### config.mk
export PLATFORM = sky130hd
export DESIGN_NAME = brnch_ctrl_flat
export DESIGN_NICKNAME = d
export VERILOG_FILES = /design/src/rtl/brnch_pkg.sv /design/src/rtl/brnch_ctrl_if.sv /design/src/rtl/brnch_bht.sv /design/src/rtl/brnch_cmp.sv /design/src/rtl/brnch_ctrl.sv /design/src/flat_wrapper.sv
export SDC_FILE = /design/constraint.sdc
export NUM_CORES = 1
export LEC_CHECK = 0
export CAP_MARGIN = 0
export CORE_MARGIN = 1.5
export CORE_UTILIZATION = 40
export CTS_CLUSTER_DIAMETER = 100
export DETAILED_ROUTE_END_ITERATION = 6
export DONT_BUFFER_PORTS = 1
export PLACE_DENSITY = 0.63
export RECOVER_POWER = 100
export SYNTH_ARGS = -nofsm -noshare
export SYNTH_HDL_FRONTEND = slang
export SYNTH_HIERARCHICAL = 1
export SYNTH_SLANG_ARGS = --single-unit
### constraint.sdc
create_clock -name clk_i -period 6.4 [get_ports clk_i]
set_input_delay 0.64 -clock clk_i [delete_from_list [all_inputs] [get_ports clk_i]]
set_output_delay 0.64 -clock clk_i [all_outputs]
set_load 0.02 [all_outputs]
### src/rtl/brnch_pkg.sv
// rtl/brnch_pkg.sv - shared types and constants for the branch resolution controller
package brnch_pkg;

    typedef enum logic [1:0] {
        COND = 2'b00,
        JAL  = 2'b01,
        JALR = 2'b10
    } br_kind_e;

    typedef enum logic [1:0] {
        IDLE     = 2'b00,
        RESOLVE  = 2'b01,
        REDIRECT = 2'b10
    } state_e;

    localparam logic [2:0] BEQ  = 3'b000;
    localparam logic [2:0] BNE  = 3'b001;
    localparam logic [2:0] BLT  = 3'b100;
    localparam logic [2:0] BGE  = 3'b101;
    localparam logic [2:0] BLTU = 3'b110;
    localparam logic [2:0] BGEU = 3'b111;

    localparam logic [1:0] BHT_INIT = 2'b01;

    // Encoding 11 is reserved and behaves as a conditional branch.
    function automatic br_kind_e decode_kind(input logic [1:0] raw);
        case (raw)
            2'b01:   return JAL;
            2'b10:   return JALR;
            default: return COND;
        endcase
    endfunction

endpackage

### src/rtl/brnch_ctrl_if.sv
// rtl/brnch_ctrl_if.sv - branch request and redirect bundle between EX, controller and fetch
// master: EX/fetch side (drives requests and redirect ready)
// slave : controller side (drives br_ready, redirect valid/pc and flush)
interface brnch_ctrl_if;
    logic        br_valid;
    logic        br_ready;
    logic [31:0] br_pc;
    logic [31:0] br_imm;
    logic [31:0] br_rs1;
    logic [31:0] br_rs2;
    logic [2:0]  br_funct3;
    logic [1:0]  br_kind;
    logic        br_pred_tk;
    logic        rdr_valid;
    logic        rdr_ready;
    logic [31:0] rdr_pc;
    logic        flush;

    modport master (
        output br_valid, br_pc, br_imm, br_rs1, br_rs2, br_funct3, br_kind, br_pred_tk, rdr_ready,
        input  br_ready, rdr_valid, rdr_pc, flush
    );

    modport slave (
        input  br_valid, br_pc, br_imm, br_rs1, br_rs2, br_funct3, br_kind, br_pred_tk, rdr_ready,
        output br_ready, rdr_valid, rdr_pc, flush
    );
endinterface

### src/rtl/brnch_bht.sv
// rtl/brnch_bht.sv - 2-bit bimodal branch history table
// rd_idx_i/rd_cnt_o: async lookup; upd_en_i/upd_idx_i/upd_tk_i: saturating train on clk_i
module brnch_bht
    import brnch_pkg::*;
#(
    parameter int IDX_W = 6
) (
    input  logic             clk_i,
    input  logic             rst_ni,
    input  logic [IDX_W-1:0] rd_idx_i,
    output logic [1:0]       rd_cnt_o,
    input  logic             upd_en_i,
    input  logic [IDX_W-1:0] upd_idx_i,
    input  logic             upd_tk_i
);
    logic [1:0] cnt_q [2**IDX_W];
    logic [1:0] upd_cur;
    logic [1:0] upd_nxt;

    // Lookup sees the registered value, so a same-cycle update is not bypassed.
    assign rd_cnt_o = cnt_q[rd_idx_i];
    assign upd_cur  = cnt_q[upd_idx_i];

    always_comb begin
        upd_nxt = upd_cur;
        if (upd_tk_i) begin
            if (upd_cur != 2'b11) upd_nxt = upd_cur + 2'b01;
        end else begin
            if (upd_cur != 2'b00) upd_nxt = upd_cur - 2'b01;
        end
    end

    always_ff @(posedge clk_i or negedge rst_ni) begin
        if (!rst_ni) begin
            for (int i = 0; i < 2**IDX_W; i++) cnt_q[i] <= BHT_INIT;
        end else if (upd_en_i) begin
            cnt_q[upd_idx_i] <= upd_nxt;
        end
    end
endmodule

### src/rtl/brnch_cmp.sv
// rtl/brnch_cmp.sv - branch compare unit
// a_i/b_i: operands, op_i: funct3, taken_o: compare result (0 for unsupported ops)
module brnch_cmp
    import brnch_pkg::*;
(
    input  logic [31:0] a_i,
    input  logic [31:0] b_i,
    input  logic [2:0]  op_i,
    output logic        taken_o
);
    always_comb begin
        taken_o = 1'b0;
        case (op_i)
            BEQ:     taken_o = (a_i == b_i);
            BNE:     taken_o = (a_i != b_i);
            BLT:     taken_o = ($signed(a_i) <  $signed(b_i));
            BGE:     taken_o = ($signed(a_i) >= $signed(b_i));
            BLTU:    taken_o = (a_i <  b_i);
            BGEU:    taken_o = (a_i >= b_i);
            default: taken_o = 1'b0;
        endcase
    end
endmodule

### src/rtl/brnch_ctrl.sv
// rtl/brnch_ctrl.sv - branch resolution controller: resolve, train BHT, redirect and flush fetch
// clk_i/rst_ni: clock, async active-low reset; br: request/redirect bundle (slave side)
// pred_pc_i/pred_tk_o: fetch direction lookup; mispred_cnt_o: saturating mispredict count
module brnch_ctrl
    import brnch_pkg::*;
#(
    parameter int BHT_IDX_W = 6,
    parameter int CNT_W     = 16
) (
    input  logic               clk_i,
    input  logic               rst_ni,
    brnch_ctrl_if.slave        br,
    input  logic [31:0]        pred_pc_i,
    output logic               pred_tk_o,
    output logic [CNT_W-1:0]   mispred_cnt_o
);
    state_e      state_q, state_d;
    logic [31:0] pc_q, imm_q, rs1_q, rs2_q;
    logic [2:0]  f3_q;
    br_kind_e    kind_q;
    logic        pred_q;
    logic [31:0] rdr_pc_q, rdr_pc_d;
    logic        flush_q, flush_d;
    logic [CNT_W-1:0] cnt_q, cnt_d;

    logic        accept;
    logic        cmp_tk;
    logic        actual_tk;
    logic        mispred;
    logic [31:0] target;
    logic [31:0] rdr_target;
    logic [1:0]  lookup_cnt;
    logic        unused_bits;

    assign accept      = br.br_valid && (state_q == IDLE);
    assign br.br_ready = (state_q == IDLE);
    assign br.rdr_valid = (state_q == REDIRECT);
    assign br.rdr_pc   = rdr_pc_q;
    assign br.flush    = flush_q;
    assign mispred_cnt_o = cnt_q;

    brnch_cmp u_cmp (
        .a_i     (rs1_q),
        .b_i     (rs2_q),
        .op_i    (f3_q),
        .taken_o (cmp_tk)
    );

    brnch_bht #(.IDX_W(BHT_IDX_W)) u_bht (
        .clk_i     (clk_i),
        .rst_ni    (rst_ni),
        .rd_idx_i  (pred_pc_i[BHT_IDX_W+1:2]),
        .rd_cnt_o  (lookup_cnt),
        .upd_en_i  ((state_q == RESOLVE) && (kind_q == COND)),
        .upd_idx_i (pc_q[BHT_IDX_W+1:2]),
        .upd_tk_i  (cmp_tk)
    );

    assign pred_tk_o   = lookup_cnt[1];
    assign unused_bits = ^{pred_pc_i[31:BHT_IDX_W+2], pred_pc_i[1:0], lookup_cnt[0]};

    assign actual_tk  = (kind_q == COND) ? cmp_tk : 1'b1;
    assign target     = (kind_q == JALR) ? ((rs1_q + imm_q) & ~32'd1) : (pc_q + imm_q);
    // JALR targets are never predicted by fetch, so they always redirect.
    assign mispred    = (actual_tk != pred_q) || (kind_q == JALR);
    assign rdr_target = actual_tk ? target : (pc_q + 32'd4);

    always_comb begin
        state_d  = state_q;
        rdr_pc_d = rdr_pc_q;
        flush_d  = 1'b0;
        cnt_d    = cnt_q;
        case (state_q)
            IDLE: begin
                if (accept) state_d = RESOLVE;
            end
            RESOLVE: begin
                if (mispred) begin
                    rdr_pc_d = rdr_target;
                    flush_d  = 1'b1;
                    cnt_d    = (&cnt_q) ? cnt_q : cnt_q + 1'b1;
                    state_d  = REDIRECT;
                end else begin
                    state_d  = IDLE;
                end
            end
            REDIRECT: begin
                if (br.rdr_ready) state_d = IDLE;
            end
            default: state_d = IDLE;
        endcase
    end

    always_ff @(posedge clk_i or negedge rst_ni) begin
        if (!rst_ni) begin
            state_q  <= IDLE;
            rdr_pc_q <= '0;
            flush_q  <= 1'b0;
            cnt_q    <= '0;
        end else begin
            state_q  <= state_d;
            rdr_pc_q <= rdr_pc_d;
            flush_q  <= flush_d;
            cnt_q    <= cnt_d;
        end
    end

    always_ff @(posedge clk_i or negedge rst_ni) begin
        if (!rst_ni) begin
            pc_q   <= '0;
            imm_q  <= '0;
            rs1_q  <= '0;
            rs2_q  <= '0;
            f3_q   <= '0;
            kind_q <= COND;
            pred_q <= 1'b0;
        end else if (accept) begin
            pc_q   <= br.br_pc;
            imm_q  <= br.br_imm;
            rs1_q  <= br.br_rs1;
            rs2_q  <= br.br_rs2;
            f3_q   <= br.br_funct3;
            kind_q <= decode_kind(br.br_kind);
            pred_q <= br.br_pred_tk;
        end
    end
endmodule

### src/flat_wrapper.sv
// flat-port wrapper written by rule: the top's interface ports become plain ports
module brnch_ctrl_flat import brnch_pkg::*;
#(
    parameter int BHT_IDX_W = 6,
    parameter int CNT_W     = 16
)
  (clk_i, rst_ni, pred_pc_i, pred_tk_o, mispred_cnt_o, br_br_valid, br_br_pc, br_br_imm, br_br_rs1, br_br_rs2, br_br_funct3, br_br_kind, br_br_pred_tk, br_rdr_ready, br_br_ready, br_rdr_valid, br_rdr_pc, br_flush);
  brnch_ctrl_if br_i ();
  input  logic clk_i;
  input  logic rst_ni;
  input  logic [31:0] pred_pc_i;
  output logic pred_tk_o;
  output logic [CNT_W-1:0] mispred_cnt_o;
  input wire logic [$bits(br_i.br_valid)-1:0] br_br_valid;
  input wire logic [$bits(br_i.br_pc)-1:0] br_br_pc;
  input wire logic [$bits(br_i.br_imm)-1:0] br_br_imm;
  input wire logic [$bits(br_i.br_rs1)-1:0] br_br_rs1;
  input wire logic [$bits(br_i.br_rs2)-1:0] br_br_rs2;
  input wire logic [$bits(br_i.br_funct3)-1:0] br_br_funct3;
  input wire logic [$bits(br_i.br_kind)-1:0] br_br_kind;
  input wire logic [$bits(br_i.br_pred_tk)-1:0] br_br_pred_tk;
  input wire logic [$bits(br_i.rdr_ready)-1:0] br_rdr_ready;
  output wire logic [$bits(br_i.br_ready)-1:0] br_br_ready;
  output wire logic [$bits(br_i.rdr_valid)-1:0] br_rdr_valid;
  output wire logic [$bits(br_i.rdr_pc)-1:0] br_rdr_pc;
  output wire logic [$bits(br_i.flush)-1:0] br_flush;
  assign br_i.br_valid = br_br_valid;
  assign br_i.br_pc = br_br_pc;
  assign br_i.br_imm = br_br_imm;
  assign br_i.br_rs1 = br_br_rs1;
  assign br_i.br_rs2 = br_br_rs2;
  assign br_i.br_funct3 = br_br_funct3;
  assign br_i.br_kind = br_br_kind;
  assign br_i.br_pred_tk = br_br_pred_tk;
  assign br_i.rdr_ready = br_rdr_ready;
  assign br_br_ready = br_i.br_ready;
  assign br_rdr_valid = br_i.rdr_valid;
  assign br_rdr_pc = br_i.rdr_pc;
  assign br_flush = br_i.flush;
  brnch_ctrl #(.BHT_IDX_W(BHT_IDX_W), .CNT_W(CNT_W)) u_core (.clk_i(clk_i), .rst_ni(rst_ni), .br(br_i), .pred_pc_i(pred_pc_i), .pred_tk_o(pred_tk_o), .mispred_cnt_o(mispred_cnt_o));
endmodule
==> results of run 1 <==
[sequential cells by signal, summed over array words and instances, names as in the netlist]
signal and count:
u_core/rs1_q 32, u_core/pred_q 1, u_core/u_bht/cnt_q 128, u_core/mispred_cnt_o 16
u_core/state_q 2, u_core/br.flush 1, u_core/imm_q 32, u_core/f3_q 3
u_core/pc_q 32, u_core/rs2_q 32, u_core/br.rdr_pc 32, u_core/kind_q 2
[power groups by stage]
| stage | combinational (mW) | sequential (mW) | clock [mW] |
|---|---|---|---|
| final | 7.14 | 3.78 | 2.15 |
| after global routing | 7.84 | 3.90 | 2.30 |
| after CTS | 7.09 | 3.79 | 2.21 |
| after detailed placement | 7.04 | 3.81 | 0 |
| after global placement | 6.88 | 3.78 | 0 |
| after floorplan | 5.52 | 3.42 | 0 |
[layer usage]
layer | wire length [µm] | global-route usage | vias to the layer above | part of all wire
met5 | 46 | 0 | - | 0.00083
met4 | 1880 | 0.08308 | 8 | 0.034
met3 | 4350 | 0.06467 | 121 | 0.079
met2 | 24950 | 0.3431 | 484 | 0.45
met1 | 23920 | 0.2858 | 7235 | 0.43
li1 | - | - | 6948 | -
[cell type report]
class / count / area, µm²
repair buffers: 22 / 177.7
fillers: 4439 / 26000
diodes: 8 / 20.02
inverters: 65 / 244.0
clock inverters: 16 / 181.4
multi-input cells: 1439 / 10500
clock buffers: 53 / 1057
well taps: 607 / 759.5
flip-flops and latches: 313 / 7914
[worst max-delay path, stage by stage, from the launching register on]
cell and delay, ns:
dfrtp_1 0.41, ha_1 0.34, nand4_1 0.18, nor4_1 0.77, a211oi_1 0.20, a311oi_1 0.33
a211o_2 0.16, nor3_1 0.06, clkbuf_1 0.29, a211oi_1 2.03, buf_12 0.36, o31ai_1 0.13
[how the worst min path moves through the flow]
stage                       startpoint                  endpoint  slack, ns
after global routing      br_br_rs2[1]           u_core/rs2_q[1]       0.18
after floorplan                 rst_ni           u_core/br.flush       0.34
final                     br_rdr_ready         u_core/state_q[1]       0.19
after CTS                       rst_ni  u_core/mispred_cnt_o[11]      -0.26
after detailed placement        rst_ni  u_core/mispred_cnt_o[11]       0.35
after global placement          rst_ni  u_core/mispred_cnt_o[10]       0.36
==> flow_summary.yaml, run 1 <==
outcome:
  result_of_the_run: "complete, but fails checks"
  failed_checks: "max-capacitance violations, max-slew violations"
routing:
  drc: 0
  detail_route.wl_per_cell_um: 21.86
  total_routed_wirelength_um: 55150
  drt-initial-drc-count: 1139
  drtAntennaViolNets: 0
  dr.pass1.iters: 5
  dr_total_vias: 14796
  drt-vias-per-instance: 5.864
placement:
  dp.cells: 2444
  pre_cts_slack_ns: 1.635
  numPortBuffers: 0
  placement.cell_area_um2: 19660
  globalplace.congestion: 0.9139
  hpwlAfterDp_um: 39190
cts:
  cts.path.max_buffers: 3
  clock_latency_on_the_worst_skew_pair_ns: 0.58
  ctsHtreeMaxLevel: 2
  cts_sinks: 313
  clockRootBuffer: "clkbuf_16"
  worst_setup_hold_path_clk_slew_ns: 0.06
  numCtsBuffers: 38
  tritoncts: "done"
  resize_count_post_cts: 0
  post_cts.repair.setup_buffers: 0
power_and_ir_drop:
  total_switching_power_mw: 6.224
  irDropWorstVdd_mv: 0.3278
  switching_share: 0.4763
  power.leakage_nw: 8.637
  power.share.clock: 0.165
  power_density_nw_per_um2: 626.6
  totalPowerFinal_mw: 13.07
  p_int_mw: 6.845
  share_seq_of_total_power: 0.289
  gate_power_share: 0.546
floorplan:
  core.rowCount: 79
  ios: 222
  die-height_um: 221.7
  die_outline_area_um2: 49140
  initial_utilization: 0.4082
  core_um2: 46850
  die_width_um: 221.7
sta:
  worst_setup_slack_final_ns: 0.9822
  timing.max_slew.rel_slack: -1.549
  period_utilization: 0.8465
  rsz0062_at_grt: "no"
  final.hold.worst_slack_ns: 0.1917
  final-setup-viol-count: 0
  worst_clock_skew_ns: 0.03027
  final_count_of_hold_timing_violations: 0
  final-max-slew-violation-count: 386
  tightestPinTransition_ns: 3.824
  final_setup_tns_ns: 0
  max_freq_ghz: 0.1846
  period_needed_ns: 5.418
setup_path:
  cp-endpoint: "u_core/u_bht/cnt_q[41]"
  critical_path.max_fanout: 52
  crit_start: "u_core/rs1_q[14]"
  worst_setup_sp_type: "register"
  crit_required_ns: 6.83
  ff2ff_setup_slack_ns: 0.98
  r2r-end: "u_core/u_bht/cnt_q[41]"
  worstSetupPathType: "register to register"
  endpoint_kind: "register"
  worst-r2r-cell-count: 11
  reg_to_reg_critical_path_startpoint: "u_core/rs1_q[14]"
  worst-endpoint-arrival_ns: 5.85
global_routing:
  grtUsageTotal: 0.2191
  grt_pass1_wl_um: 84430
  grt_overflow: 0
  grt_antenna_before_repair: 15
  maximum_number_of_pins_on_one_net_before_global_route_repair: 314
  grt_pass1_vias: 14580
final_layout:
  fin_nets: 2146
  layout_commonest_cell: "nand2_1"
  layout-area-overhead-vs-synth_pct: 9.041
  finalInstanceArea_um2: 20860
  final_cells: 2523
  final_cell_mix: "nand2_1 (301), dfrtp_1 (248), mux2_2 (136), o21ai_0 (135), ha_1 (95)"
  finalCoreUtilization: 0.4451
  layout-drive-gt1-share: 0.1845
yosys:
  post_synth_instance_area_um2: 19130
  syn-instance-count: 1907
  syn_area_per_cell_um2: 10.03
  synth.yosys.warnings: 6
  mappedNetlistNets: 2174
min_path:
  hold_path.class: "input pin to register"
  holdPathStages: 1
run:
  drv_cap: 4
No activity file was read; power rests on OpenSTA's default activity.
==> inputs of run 2 (changes only) <==
PLACE_DENSITY = 0.65   (was 0.63)
clock period = 4.7 ns   (was 6.4 ns; I/O delays follow)
==> run 2 against run 1 <==
The run ends with negative hold slack, max-capacitance violations, max-slew violations left. Sequential share of layout area is 0.25 points lower. Utilization is 0.29 points higher. Final area is 0.65% higher. Fmax is 21% higher. Flip-flop and latch count stayed put. First-iteration DRC count is 9.7% higher. Cell count is 0.32% higher. Clock power is 44% higher. Wire length is 0.21% lower. Register-to-register slack worse by 0.74 ns. Critical path type unchanged. Highest routed layer unchanged.
==> flow_summary.yaml, run 2 (synthesized netlist as in run 1, its figures left out) <==
floorplan:
  initial_utilization: 0.4082
  core_um2: 46850
  die-height_um: 221.7
  core.rowCount: 79
  die_width_um: 221.7
  ios: 222
  die_outline_area_um2: 49140
cts:
  tritoncts: "done"
  cts.path.max_buffers: 3
  clock_latency_on_the_worst_skew_pair_ns: 0.59
  post_cts.repair.setup_buffers: 0
  numCtsBuffers: 39
  ctsHtreeMaxLevel: 2
  resize_count_post_cts: 0
  clockRootBuffer: "clkbuf_16"
  cts_sinks: 313
  worst_setup_hold_path_clk_slew_ns: 0.06
final_layout:
  final_cell_mix: "nand2_1 (301), dfrtp_1 (249), mux2_2 (136), o21ai_0 (134), ha_1 (95)"
  finalInstanceArea_um2: 20990
  finalCoreUtilization: 0.4481
  reg_area_um2: 7913
  register_containing_the_most_flip_flops_in_the_final_layout: "u_core/u_bht/cnt_q"
  layout-area-overhead-vs-synth_pct: 9.753
  multiInputGateArea_um2: 10480
  fin_nets: 2157
  final_cells: 2531
  layout-drive-gt1-share: 0.1858
  layout_commonest_cell: "nand2_1"
  largest_reg_flops: 128
  fillCellCount: 4365
outcome:
  failed_checks: "negative hold slack, max-capacitance violations, max-slew violations"
  result_of_the_run: "complete, but fails checks"
routing:
  drt-vias-per-instance: 5.929
  dr.pass1.iters: 5
  dr_total_vias: 15007
  drc: 0
  detail_route.wl_per_cell_um: 21.74
  drt-initial-drc-count: 1249
  total_routed_wirelength_um: 55030
  drtAntennaViolNets: 0
setup_path:
  worst-endpoint-arrival_ns: 4.89
  worst_path_depth: 9
  endpoint_kind: "register"
  critical_path.max_fanout: 23
  critical_path.slowest_cell: "dfrtp_1"
  critical_path_buf_inv_count: 3
  ff2ff_setup_slack_ns: 0.24
  worst_setup_sp_type: "register"
  top_family_by_delay_on_critical_path: "simple AND/OR/NAND/NOR gates"
  sequence_of_cells_on_the_critical_path: "buf_12 -> buf_4 -> mux4_2 -> o211ai_1 -> nand4_1 -> or2_4 -> nor2_2 -> clkbuf_2 -> o31ai_1"
  crit_required_ns: 5.12
  worst-r2r-cell-count: 9
  worst_path_largest_cell_delay_ns: 0.97
  worstSetupPathType: "register to register"
sta:
  rsz0062_at_grt: "no"
  tightestPinTransition_ns: 2.567
  final-setup-viol-count: 0
  final-max-slew-violation-count: 56
  timing.max_slew.rel_slack: -0.7113
  final.hold.worst_slack_ns: -0.3951
  final_count_of_hold_timing_violations: 249
  max_freq_ghz: 0.2241
  worst_clock_skew_ns: 0.03142
  period_needed_ns: 4.462
  period_utilization: 0.9494
  worst_setup_slack_final_ns: 0.2380
  final_setup_tns_ns: 0
global_routing:
  maximum_number_of_pins_on_one_net_before_global_route_repair: 314
  grtUsageTotal: 0.2207
  grt_antenna_before_repair: 8
  grt_pass1_wl_um: 85340
  grt_overflow: 0
  grt_pass1_vias: 14762
placement:
  numPortBuffers: 0
  pre_cts_slack_ns: 0.4482
  dp.cells: 2456
  placement.cell_area_um2: 19780
  globalplace.congestion: 0.9159
  hpwlAfterDp_um: 39110
power_and_ir_drop:
  power.leakage_nw: 8.724
  power_density_nw_per_um2: 855.3
  irDropWorstVdd_mv: 0.6362
min_path:
  hold_path.class: "input pin to async pin"
run:
  drv_cap: 1
==> run 2: cell types whose count changed in the layout (fill, tap and decap cells not counted), sizes merged <==
cell / delta
clkinvlp: -2
clkbuf: +10
clkinv: -1
diode: -5
buf: +6
==> run 2: worst reg2reg max path, cell delays in order (launching register included) <==
cell and delay (ns):
dfrtp_1 0.97, buf_12 0.28, buf_4 0.26, mux4_2 0.53, o211ai_1 0.26, nand4_1 0.23
or2_4 0.33, nor2_2 0.87, clkbuf_2 0.46, o31ai_1 0.13
==> run 2: worst paths after layout <==
path | startpoint | to
worst min-delay path | rst_ni | u_core/mispred_cnt_o[9]
worst max-delay path | u_core/pc_q[2] | u_core/u_bht/cnt_q[89]
max in group asynchronous | rst_ni | u_core/u_bht/cnt_q[89]
worst max register to register | u_core/pc_q[2] | u_core/u_bht/cnt_q[89]
min in group clk_i | br_br_pc[14] | u_core/pc_q[14]
worst min register to register | u_core/u_bht/cnt_q[118] | u_core/u_bht/cnt_q[118]
==> run 2: per-layer routing <==
layer | GRT usage | vias up | part of all wire
met2 | 0.3596 | 530 | 0.47
met4 | 0.07424 | 4 | 0.029
met3 | 0.05844 | 114 | 0.079
li1 | - | 6968 | -
met1 | 0.2840 | 7391 | 0.42
met5 | 0 | - | 0.00040
==> run 2: cell type report <==
class	count	area share
multi-input cells	1439	0.4993
inverters	65	0.01162
well taps	607	0.03618
repair buffers	32	0.01174
clock buffers	59	0.05483
flip-flops and latches	313	0.3769
clock inverters	13	0.009000
diodes	3	0.0003576
==> run 2: power by group <==
group          internal [mW]  total, mW  switching, mW
Sequential              3.83       5.10           1.28
Clock                   1.83       3.09           1.26
Combinational           3.83       9.76           5.92
Total                   9.49       18.0           8.46
==> run 2: per-stage QoR <==
| stage | hold slack (ns) | power (mW) |
|---|---|---|
| 6_report | -0.3951 | 17.96 |
| 3_5_place_dp | 0.1858 | 14.89 |
| 5_1_grt | -0.4208 | 19.24 |
| 4_1_cts | -0.4368 | 18.10 |
| 2_1_floorplan | 0.1744 | 12.17 |
| 3_3_place_gp | 0.1827 | 14.69 |
==> inputs of run 3 (changes only) <==
ABC_AREA = 1   (was unset)
==> run 3 against run 2 <==
The flow still finishes with violations (negative hold slack, max-capacitance violations, max-slew violations). Utilization about the same. Critical path type unchanged. Worst setup slack better by 0.17 ns. First-iteration DRC count rose by 39%. Critical endpoint is now u_core/u_bht/cnt_q[82].
==> flow_summary.yaml, run 3 <==
cts:
  ctsHtreeMaxLevel: 2
  worst_setup_hold_path_clk_slew_ns: 0.06
  cts.path.max_buffers: 3
  tritoncts: "done"
  hold_buffers: 46
  cts_sinks: 313
  numCtsBuffers: 39
  clock_latency_on_the_worst_skew_pair_ns: 0.59
  resize_count_post_cts: 0
  post_cts.repair.setup_buffers: 0
  clockRootBuffer: "clkbuf_16"
floorplan:
  core.rowCount: 84
  ios: 222
  die-height_um: 234.0
  die_outline_area_um2: 54750
  initial_utilization: 0.4053
  die_width_um: 234.0
  core_um2: 52660
power_and_ir_drop:
  share_seq_of_total_power: 0.287
  power.leakage_nw: 12.49
  totalPowerFinal_mw: 17.20
  power_density_nw_per_um2: 729.2
  irDropWorstVdd_mv: 0.5105
  gate_power_share: 0.534
  p_int_mw: 8.315
  switching_share: 0.5165
  total_switching_power_mw: 8.881
  power.share.clock: 0.179
setup_path:
  crit_required_ns: 5.19
  endpoint_kind: "register"
  crit_start: "u_core/pc_q[3]"
  worst_setup_sp_type: "register"
  reg_to_reg_critical_path_startpoint: "u_core/pc_q[3]"
  worstSetupPathType: "register to register"
  worst-endpoint-arrival_ns: 4.78
  critical_path.max_fanout: 32
  worst_path_most_repeated_cell: "nand2_1"
  top_family_by_delay_on_critical_path: "simple AND/OR/NAND/NOR gates"
  sequence_of_cells_on_the_critical_path: "clkbuf_1 -> nand2_1 -> nor2_1 -> nand2_1 -> nand2_1 -> nor2_1 -> nand2_1 -> nand2_1 -> nand2_1 -> nor2_1 -> nand2_1 -> nand2_2 -> nand2_4 -> clkbuf_4 -> nand2_1 -> nand2_1"
  worst_path_largest_cell_delay_ns: 0.85
  critical_path_buf_inv_count: 2
  critical_path.slowest_cell: "dfrtp_1"
placement:
  globalplace.congestion: 0.9453
  placement.cell_area_um2: 21860
  hpwlAfterDp_um: 46420
  numPortBuffers: 0
sta:
  rsz0062_at_grt: "no"
  final-max-slew-violation-count: 206
  timing.max_slew.rel_slack: -0.3095
  worst_clock_skew_ns: 0.04493
  final_setup_tns_ns: 0
  period_needed_ns: 4.292
  max_freq_ghz: 0.2330
  final_count_of_hold_timing_violations: 201
  final-setup-viol-count: 0
  period_utilization: 0.9133
  final.hold.worst_slack_ns: -0.3338
  tightestPinTransition_ns: 1.964
routing:
  drt-initial-drc-count: 1737
  dr.pass1.iters: 6
  detail_route.wl_per_cell_um: 16.39
  drtAntennaViolNets: 0
  drt-vias-per-instance: 5.068
  drc: 0
  total_routed_wirelength_um: 65530
  dr_total_vias: 20265
yosys:
  syn_area_per_cell_um2: 6.491
  mappedNetlistNets: 3555
  synth.yosys.warnings: 6
  post_synth_instance_area_um2: 21340
  syn-instance-count: 3288
final_layout:
  largest_reg_flops: 128
  n_antenna_cell: 0
  register_containing_the_most_flip_flops_in_the_final_layout: "u_core/u_bht/cnt_q"
  layout-area-overhead-vs-synth_pct: 10.49
  fin_nets: 3548
  layout-drive-gt1-share: 0.05497
  final_cell_mix: "nand2_1 (1455), inv_1 (367), nor2_1 (286), dfrtp_1 (248), nand3_1 (185)"
  layout_commonest_cell: "nand2_1"
  finalInstanceArea_um2: 23580
outcome:
  failed_checks: "negative hold slack, max-capacitance violations, max-slew violations"
  result_of_the_run: "complete, but fails checks"
global_routing:
  grt_pass1_vias: 18487
  grt_antenna_before_repair: 0
  maximum_number_of_pins_on_one_net_before_global_route_repair: 314
  grt_overflow: 0
  grtUsageTotal: 0.2404
  grt_pass1_wl_um: 102700
min_path:
  hold_path.class: "input pin to async pin"
run:
  drv_cap: 1
-- run 3: through the flow --
stage | hold slack, ns | std cells | worst slack (ns) | utilization
3_5_place_dp | 0.2186 | 3882 | 0.5984 | 0.4151
3_3_place_gp | 0.2162 | 3882 | 0.6139 | 0.4151
6_report | -0.3338 | 3999 | 0.4077 | 0.4478
2_1_floorplan | 0.1744 | 3288 | 1.778 | -
4_1_cts | -0.4096 | 3999 | 0.5817 | 0.4489
5_1_grt | -0.3604 | 3999 | 0.1060 | 0.4478
-- run 3: cell type report --
class                   instances  area, µm²
well taps                     688      860.8
multi-input cells            2488      11500
repair buffers                 63      576.8
inverters                     376       1414
clock buffers                  54       1112
fillers                      5472      29070
flip-flops and latches        313       7914
clock inverters                17      206.4
-- run 3: layer usage --
metal,up-vias,track usage,wire [µm],part of all wire
met5,-,0,0,0
met4,0,0.07993,1999,0.031
met3,115,0.04171,5085,0.078
met2,662,0.3480,27310,0.42
met1,9228,0.3586,31140,0.48
li1,10260,-,-,-
-- run 3: worst paths after layout --
path / endpoint / slack (ns) / depth (start not counted)
setup / recovery: u_core/u_bht/cnt_q[82] / 0.41 / 16
hold / removal: u_core/rs2_q[2] / -0.33 / 0
setup reg to reg: u_core/u_bht/cnt_q[82] / 0.41 / 16
hold reg to reg: u_core/u_bht/cnt_q[68] / 0.47 / 2
max in group asynchronous: u_core/u_bht/cnt_q[15] / 3.55 / 0
min in group clk_i: u_core/rs1_q[31] / 0.02 / 2
-- run 3: power groups by stage --
stage          Sequential (mW)  Clock (mW)  Combinational [mW]
6_report                  4.94        3.08                9.17
5_1_grt                   5.05        3.25                10.4
4_1_cts                   4.91        3.15                9.13
3_5_place_dp              4.95           0                9.05
3_3_place_gp              4.94           0                8.98
2_1_floorplan             4.44           0                6.93
